==> src/rtl/rv32i_pkg.sv <==
// Shared RV32I definitions for the fetch front end.
// Contents:
//   XLEN          - machine word width (32)
//   NOP           - canonical RV32I no-op (addi x0, x0, 0)
//   fetch_state_e - fetch sequencer states BOOT / RUN / HALT
//   fetch_entry_t - fetch queue entry {pc, instr}
//   word_align    - clears the two byte-offset bits of an address
//   low_bits_set  - flags an address that is not word aligned
package rv32i_pkg;

   localparam int unsigned XLEN = 32;

   localparam logic [XLEN-1:0] NOP = 32'h0000_0013;

   typedef enum logic [1:0] {
      BOOT = 2'd0,
      RUN  = 2'd1,
      HALT = 2'd2
   } fetch_state_e;

   typedef struct packed {
      logic [XLEN-1:0] pc;
      logic [XLEN-1:0] instr;
   } fetch_entry_t;

   function automatic logic [XLEN-1:0] word_align(input logic [XLEN-1:0] addr);
      return addr & 32'hFFFF_FFFC;
   endfunction

   function automatic logic low_bits_set(input logic [XLEN-1:0] addr);
      return (addr[1:0] != 2'b00);
   endfunction

endpackage

==> src/rtl/fetch_unit_if.sv <==
// Decode-side handshake between the fetch unit and its consumer.
// Signals:
//   fetch_valid_o       - queue head holds a valid instruction (fetch -> decode)
//   fetch_ready_i       - decode accepts the head entry       (decode -> fetch)
//   fetch_instruction_o - instruction word of the head entry  (fetch -> decode)
//   fetch_pc_o          - PC of the head entry                (fetch -> decode)
// Modports: master (fetch unit side), slave (decode side).
interface fetch_unit_if;
   import rv32i_pkg::*;

   logic            fetch_valid_o;
   logic            fetch_ready_i;
   logic [XLEN-1:0] fetch_instruction_o;
   logic [XLEN-1:0] fetch_pc_o;

   modport master (
      output fetch_valid_o,
      output fetch_instruction_o,
      output fetch_pc_o,
      input  fetch_ready_i
   );

   modport slave (
      input  fetch_valid_o,
      input  fetch_instruction_o,
      input  fetch_pc_o,
      output fetch_ready_i
   );

endinterface

==> src/rtl/fetch_queue.sv <==
// Synchronous FIFO holding fetched {pc, instr} entries.
// Ports:
//   clk, rst_n - clock and asynchronous active-low reset (control state only)
//   flush      - empties the queue; wins over push and pop
//   push       - write wr_entry (taken when not full, or when full with a pop)
//   pop        - retire the head entry (ignored when empty)
//   wr_entry   - entry to write
//   head       - oldest entry (raw storage; only meaningful when !empty)
//   full/empty - occupancy flags
// DEPTH must be 2 or 4, so pointers wrap naturally at their width.
module fetch_queue
   import rv32i_pkg::*;
#(
   parameter int unsigned DEPTH = 2
) (
   input  logic         clk,
   input  logic         rst_n,
   input  logic         flush,
   input  logic         push,
   input  logic         pop,
   input  fetch_entry_t wr_entry,
   output fetch_entry_t head,
   output logic         full,
   output logic         empty
);

   localparam int unsigned    PW         = (DEPTH > 2) ? 2 : 1;
   localparam int unsigned    CW         = PW + 1;
   localparam logic [CW-1:0]  FULL_COUNT = CW'(DEPTH);

   fetch_entry_t  mem_r [DEPTH];
   logic [PW-1:0] wr_ptr_r;
   logic [PW-1:0] rd_ptr_r;
   logic [CW-1:0] count_r;
   logic          push_ok_s;
   logic          pop_ok_s;

   // Qualify requests against occupancy; a full queue accepts a push only alongside a pop.
   always_comb begin
      pop_ok_s  = 1'b0;
      push_ok_s = 1'b0;
      if (flush) begin
         pop_ok_s  = 1'b0;
         push_ok_s = 1'b0;
      end else begin
         pop_ok_s  = pop && (count_r != {CW{1'b0}});
         push_ok_s = push && ((count_r != FULL_COUNT) || pop_ok_s);
      end
   end

   // Pointers and occupancy count.
   always_ff @(posedge clk or negedge rst_n) begin
      if (!rst_n) begin
         wr_ptr_r <= {PW{1'b0}};
         rd_ptr_r <= {PW{1'b0}};
         count_r  <= {CW{1'b0}};
      end else if (flush) begin
         wr_ptr_r <= {PW{1'b0}};
         rd_ptr_r <= {PW{1'b0}};
         count_r  <= {CW{1'b0}};
      end else begin
         if (push_ok_s) begin
            wr_ptr_r <= wr_ptr_r + PW'(1);
         end
         if (pop_ok_s) begin
            rd_ptr_r <= rd_ptr_r + PW'(1);
         end
         case ({push_ok_s, pop_ok_s})
            2'b10:   count_r <= count_r + CW'(1);
            2'b01:   count_r <= count_r - CW'(1);
            default: count_r <= count_r;
         endcase
      end
   end

   // Entry storage; data needs no reset because occupancy gates its use.
   always_ff @(posedge clk) begin
      if (push_ok_s) begin
         mem_r[wr_ptr_r] <= wr_entry;
      end
   end

   assign head  = mem_r[rd_ptr_r];
   assign full  = (count_r == FULL_COUNT);
   assign empty = (count_r == {CW{1'b0}});

endmodule

==> src/rtl/fetch_unit.sv <==
// Instruction fetch unit: sequences the fetch PC, reads instruction memory
// combinationally and buffers {pc, instr} pairs for decode.
// Parameters:
//   RESET_PC - first fetch address after reset (word aligned)
//   QDEPTH   - fetch queue depth, 2 or 4
// Ports:
//   clk_i, rst_ni          - clock, asynchronous active-low reset
//   instruction_address_o  - current fetch address (pc)
//   instruction_data_i     - memory word at instruction_address_o, same cycle
//   redirect_valid_i/pc_i  - branch/jump redirect; flushes the queue
//   halt_i                 - stop issuing new fetches (queue still drains)
//   fetch                  - decode handshake (fetch_unit_if master)
//   misaligned_o           - one-cycle pulse after a non-word-aligned redirect
module fetch_unit
   import rv32i_pkg::*;
#(
   parameter logic [XLEN-1:0] RESET_PC = 32'h0000_0000,
   parameter int unsigned     QDEPTH   = 2
) (
   input  logic            clk_i,
   input  logic            rst_ni,
   output logic [XLEN-1:0] instruction_address_o,
   input  logic [XLEN-1:0] instruction_data_i,
   input  logic            redirect_valid_i,
   input  logic [XLEN-1:0] redirect_pc_i,
   input  logic            halt_i,
   fetch_unit_if.master    fetch,
   output logic            misaligned_o
);

   fetch_state_e    state_r;
   logic [XLEN-1:0] pc_r;
   logic            misaligned_r;
   logic            push_s;
   logic            pop_s;
   logic            full_s;
   logic            empty_s;
   fetch_entry_t    wr_entry_s;
   fetch_entry_t    head_s;

   // Push/pop decisions. A redirect flushes the queue, so neither is credited that cycle.
   always_comb begin
      pop_s            = 1'b0;
      push_s           = 1'b0;
      wr_entry_s.pc    = pc_r;
      wr_entry_s.instr = instruction_data_i;
      if (redirect_valid_i) begin
         pop_s  = 1'b0;
         push_s = 1'b0;
      end else begin
         pop_s  = !empty_s && fetch.fetch_ready_i;
         push_s = (state_r == RUN) && (!full_s || pop_s);
      end
   end

   fetch_queue #(
      .DEPTH    (QDEPTH)
   ) u_queue (
      .clk      (clk_i),
      .rst_n    (rst_ni),
      .flush    (redirect_valid_i),
      .push     (push_s),
      .pop      (pop_s),
      .wr_entry (wr_entry_s),
      .head     (head_s),
      .full     (full_s),
      .empty    (empty_s)
   );

   // Fetch sequencer, fetch PC and misaligned-redirect flag.
   always_ff @(posedge clk_i or negedge rst_ni) begin
      if (!rst_ni) begin
         state_r      <= BOOT;
         pc_r         <= RESET_PC;
         misaligned_r <= 1'b0;
      end else begin
         misaligned_r <= redirect_valid_i && low_bits_set(redirect_pc_i);
         if (redirect_valid_i) begin
            // Redirect only retargets the PC; the sequencer holds its state.
            pc_r    <= word_align(redirect_pc_i);
            state_r <= state_r;
         end else begin
            if (push_s) begin
               pc_r <= pc_r + 32'd4;
            end
            // The state reached here governs pushes from the next cycle on.
            case (state_r)
               BOOT:    state_r <= RUN;
               RUN:     state_r <= halt_i ? HALT : RUN;
               HALT:    state_r <= halt_i ? HALT : RUN;
               default: state_r <= BOOT;
            endcase
         end
      end
   end

   assign instruction_address_o     = pc_r;
   assign misaligned_o              = misaligned_r;
   assign fetch.fetch_valid_o       = !empty_s;
   // Head outputs read as zero while empty, so unreset storage never leaks out.
   assign fetch.fetch_pc_o          = empty_s ? {XLEN{1'b0}} : head_s.pc;
   assign fetch.fetch_instruction_o = empty_s ? {XLEN{1'b0}} : head_s.instr;

endmodule
==> src/flat_wrapper.sv <==
// flat-port wrapper written by rule: the top's interface ports become plain ports
module fetch_unit_flat import rv32i_pkg::*;
#(
   parameter logic [XLEN-1:0] RESET_PC = 32'h0000_0000,
   parameter int unsigned     QDEPTH   = 2
)
  (clk_i, rst_ni, instruction_address_o, instruction_data_i, redirect_valid_i, redirect_pc_i, halt_i, misaligned_o, fetch_fetch_valid_o, fetch_fetch_instruction_o, fetch_fetch_pc_o, fetch_fetch_ready_i);
  fetch_unit_if fetch_i ();
  input  logic clk_i;
  input  logic rst_ni;
  output logic [XLEN-1:0] instruction_address_o;
  input  logic [XLEN-1:0] instruction_data_i;
  input  logic redirect_valid_i;
  input  logic [XLEN-1:0] redirect_pc_i;
  input  logic halt_i;
  output logic misaligned_o;
  output wire logic [$bits(fetch_i.fetch_valid_o)-1:0] fetch_fetch_valid_o;
  output wire logic [$bits(fetch_i.fetch_instruction_o)-1:0] fetch_fetch_instruction_o;
  output wire logic [$bits(fetch_i.fetch_pc_o)-1:0] fetch_fetch_pc_o;
  input wire logic [$bits(fetch_i.fetch_ready_i)-1:0] fetch_fetch_ready_i;
  assign fetch_fetch_valid_o = fetch_i.fetch_valid_o;
  assign fetch_fetch_instruction_o = fetch_i.fetch_instruction_o;
  assign fetch_fetch_pc_o = fetch_i.fetch_pc_o;
  assign fetch_i.fetch_ready_i = fetch_fetch_ready_i;
  fetch_unit #(.RESET_PC(RESET_PC), .QDEPTH(QDEPTH)) u_core (.clk_i(clk_i), .rst_ni(rst_ni), .instruction_address_o(instruction_address_o), .instruction_data_i(instruction_data_i), .redirect_valid_i(redirect_valid_i), .redirect_pc_i(redirect_pc_i), .halt_i(halt_i), .fetch(fetch_i), .misaligned_o(misaligned_o));
endmodule
==> config.mk <==
export PLATFORM = sky130hd
export DESIGN_NAME = fetch_unit_flat
export DESIGN_NICKNAME = d
export VERILOG_FILES = /design/src/rtl/rv32i_pkg.sv /design/src/rtl/fetch_unit_if.sv /design/src/rtl/fetch_queue.sv /design/src/rtl/fetch_unit.sv /design/src/flat_wrapper.sv
export SDC_FILE = /design/constraint.sdc
export NUM_CORES = 1
export LEC_CHECK = 0
export CORE_ASPECT_RATIO = 0.75
export CORE_MARGIN = 3
export CORE_UTILIZATION = 50
export DETAILED_ROUTE_END_ITERATION = 7
export PLACE_DENSITY = 0.86
export SLEW_MARGIN = 10
export SYNTH_ARGS = -nofsm -noshare
export SYNTH_HDL_FRONTEND = slang
export SYNTH_HIERARCHICAL = 1
export SYNTH_SLANG_ARGS = --single-unit
==> constraint.sdc <==
create_clock -name clk_i -period 9.1 [get_ports clk_i]
set_input_delay 0.91 -clock clk_i [delete_from_list [all_inputs] [get_ports clk_i]]
set_output_delay 0.91 -clock clk_i [all_outputs]
set_load 0.005 [all_outputs]
==> summary by stage <==
Run status
The flow ran to the end, and the final reports show no timing, DRC or antenna violations.

Synthesis
Dividing the synthesized area by the synthesized cell count gives 13.6 sq um. In the synthesized netlist the dominant register cell turns out to be sky130_fd_sc_hd__edfxtp_1. The dominant cell type by area after synthesis is sky130_fd_sc_hd__edfxtp_1.

Summing every instance area after synthesis gives 7430 sq um. The fraction of registers with async set or reset after synthesis is 0.224. The netlist uses 48 different library cells.

The yosys synthesis warning count is 6. The count of flip-flops with a built-in enable after synthesis is 128. Synthesis handed over a netlist of 547 instances.

In the post-synthesis netlist, the biggest area contributors are sky130_fd_sc_hd__edfxtp_1, sky130_fd_sc_hd__dfrtp_1, sky130_fd_sc_hd__mux2_2. The area share of the largest cell type after synthesis is 0.517. The sequential cell area fraction in the yosys report is 0.642. Synthesis inferred 165 register bits.

Clock network
The latest clock arrival within the worst-skew pair is 0.42 ns. Clock tree synthesis inserted a total of 17 buffers. The CTS tree is done. Buffers added to address setup during post-CTS repair amount to 0.

The total of cells resized after clock tree synthesis is 0. The maximum number of buffers from clock root to sink is 2. The tree is rooted in a sky130_fd_sc_hd__clkbuf_16. For this design, the CTS-stage hold fixing added 0 buffers.

The H-tree depth is 4. The sink count of the clock tree is 165. The clock transition at the registers of the reported paths is 0.06 ns.

STA
Dividing the final minimum period by the clock period gives 0.465. The transition time of the tightest slew-check pin is 1.07 ns. The final number of max-transition violations is 0.

The total of endpoints with negative setup slack in the final report is 0. The worst-case hold slack is 0.534 ns. The worst-case setup margin in the final layout is 4.87 ns. Between clock sinks in the finished design, the worst skew comes to 0.00637 ns. The number of hold violations in the final report is 0. The summed negative setup slack over all endpoints is 0 ns. The minimum clock period is 4.23 ns. For this run, the top clock speed supported by timing is 237 MHz.

Setup repair after global routing left no endpoint under its margin. The relative max-transition margin is 0.280.

Final layout
0 antenna diodes ended up in the layout. The total of fill cells in the finished design is 974. The growth of design area from synthesis to finish is 31.1%.

For this run, the share of the core covered by cells in the final layout is 0.690. Leaving out fill and tap cells, the most frequent cells in the layout are sky130_fd_sc_hd__clkdlybuf4s50_1, sky130_fd_sc_hd__edfxtp_1, sky130_fd_sc_hd__nor2b_1, sky130_fd_sc_hd__mux2_2, sky130_fd_sc_hd__dfrtp_1. Once layout is done, the placed cells without fillers occupy 9740 sq um. The post-layout net count is 781. The library cell used most frequently in the layout, excluding fill and tap cells, is sky130_fd_sc_hd__clkdlybuf4s50_1. The area taken by multi-input logic gates is 2440 sq um. The fraction of layout cells with a size suffix above 1 is 0.129. The sequential standard cell area is 4770 sq um.

Critical path
The library cell appearing most often on the critical path is sky130_fd_sc_hd__inv_1. The endpoint of the most critical register-to-register path is u_core/u_queue/mem_r[0][24]. The largest stage delay on the critical path is 0.85 ns. The classification of the worst setup path is input port to register. The type of element launching the critical path is an input port. The required arrival time at the worst endpoint is 9.15 ns. The slowest stage of the critical path belongs to the cell sky130_fd_sc_hd__inv_1. Traced cell by cell, the critical path runs through buf_2 > inv_1 > and2_1 > inv_1 > a21o_1 > nor3_2 > buf_4. In this run the critical register-to-register path is launched from u_core/u_queue/count_r[0]. The launching element of the worst setup path is redirect_valid_i.

The number of cells on the worst reg-to-reg path is 8. For the worst setup path, the data arrival time is 4.28 ns. The nature of the critical path endpoint is a register. In this run the worst path has a maximum fanout of 53.

The setup slack of the most critical reg-to-reg path is 5.63 ns. Following the worst setup path forward leads to its endpoint at u_core/u_queue/mem_r[0][24].

Power and ir drop
The share of total power dissipated in the clock network is 0.329. The reported leakage power is 3.31 nW. The net switching power figure is 0.530 mW.

Of the total power, the share spent switching nets is 0.262. The share of total power dissipated in sequential elements is 0.469. The worst supply voltage drop on vdd is 169 uV. The relative contribution of combinational cells to total power is 0.202. The internal cell power is 1.49 mW. For this design the ratio of total power to cell area is 207 nW/um^2.

Hold path
The path class of the tightest hold or removal check is register to register.

Placement
The placement-stage worst setup slack is 4.47 ns. Summing all placed instances gives a cell area of 9190 sq um. The placer congestion estimate is 0.892. The count of port buffers added during placement is 164.

The HPWL after detailed placement is 11400 um.

Die
The number of primary I/O pins is 167. Row generation in the floorplan step produced 37 rows. The horizontal die dimension is 147 um. The floorplan core area is 14100 sq um. The area enclosed by the die boundary is 16400 sq um. The initial utilization of the core area, before any placement, comes to 0.526. The vertical die dimension is 112 um.

Global routing
The first-pass GRT wire length is 27300 um. The number of global-route vias before repair is 5243. The overall fraction of global-route tracks in use is 0.212. The initial antenna violation count is 0.

The leftover overflow at the end of global routing is 0. Entering global routing, the biggest net connects 67 pins.

Drt
The detailed-router iteration count before antenna repair is 5. The average vias per placed instance is 5.56. Detailed routing inserted a total of 5088 vias.

After detailed routing, the average wire length per cell comes to 18.5 um. The final routed wirelength across all metal layers is 16900 um. The post-detailed-route count of antenna-violating nets is 0. The DRC violation count after routing is 0.

The number of design-rule violations left by the first detailed-router iteration is 455.

Job
The tool flagged a number of max-cap violations equal to 0.
layout make-up:
class                      count  share of cell area
inverter                      17             0.00655
clock inverter                14              0.0134
multi-input combinational    338               0.250
tap                          195              0.0250
clock buffer                  17              0.0437
timing repair buffer         169               0.171
sequential                   165               0.490
critical path: cells and delay by family:
| kind | cells | cell delay, ns |
|---|---|---|
| compound gates | 1 | 0.21 |
| simple gates | 2 | 1.10 |
| buf+inv | 4 | 2.00 |
power by group through the flow:
| stage | Sequential (mW) | Clock [mW] | Combinational [mW] |
|---|---|---|---|
| floorplan | 0.949 | 0 | 0.192 |
| global placement | 0.956 | 0 | 0.397 |
| detailed placement | 0.962 | 0 | 0.408 |
| CTS | 0.947 | 0.679 | 0.411 |
| global route | 0.956 | 0.711 | 0.445 |
| finish | 0.948 | 0.664 | 0.407 |
stage by stage:
stage,std cells,power (mW)
floorplan,552,1.14
global placement,884,1.35
detailed placement,884,1.37
CTS,915,2.04
global route,915,2.11
finish,915,2.02
cell families after synthesis:
logic type,Yosys count,share of synthesized area
xor gates and xnor gates,8,0.00943
other,1,0.000505
DFF,165,0.642
muxes,66,0.100
adders and majority gates,4,0.00673
buffers and inverters,49,0.0348
and+or+nand+nor,185,0.143
AOI/OAI and AO/OA,69,0.0630
sequential cells by signal, indices dropped and copies added (netlist names):
name	flops
u_core/u_queue/mem_r	128
u_core/instruction_address_o	30
u_core/state_r	2
u_core/u_queue/count_r	2
u_core/misaligned_o	1
u_core/u_queue/rd_ptr_r	1
u_core/u_queue/wr_ptr_r	1
cell usage after synthesis (15+ instances only):
library cell / number
sky130_fd_sc_hd__o31ai_1: 15
sky130_fd_sc_hd__clkbuf_1: 17
sky130_fd_sc_hd__inv_1: 17
sky130_fd_sc_hd__nand3_1: 17
sky130_fd_sc_hd__nor2_1: 26
sky130_fd_sc_hd__mux2_1: 22
sky130_fd_sc_hd__edfxtp_1: 128
sky130_fd_sc_hd__mux2_2: 42
sky130_fd_sc_hd__dfrtp_1: 37
sky130_fd_sc_hd__nand2_1: 21
sky130_fd_sc_hd__nor2b_1: 70
sky130_fd_sc_hd__o21ai_0: 15
worst min-delay path by stage:
stage                                startpoint                          end  slack (ns)  cells after the start
3_3_place_gp                  u_core/state_r[1]            u_core/state_r[1]        0.50                      2
3_5_place_dp                  u_core/state_r[1]            u_core/state_r[1]        0.51                      2
5_1_grt        u_core/instruction_address_o[22]  u_core/u_queue/mem_r[0][54]        0.60                      0
2_1_floorplan                 u_core/state_r[1]            u_core/state_r[1]        0.48                      2
6_report                      u_core/state_r[1]            u_core/state_r[1]        0.53                      2
4_1_cts                       u_core/state_r[1]            u_core/state_r[1]        0.53                      2
layer usage:
layer | GRT usage | routed length (um) | vias to the layer above
met3 | 0.0602 | 1360 | 21
li1 | - | - | 2353
met2 | 0.338 | 8050 | 270
met1 | 0.286 | 7240 | 2444
met5 | 0 | 0 | -
met4 | 0.0645 | 231 | 0
Note: power is estimated with default switching activity, not from simulation.
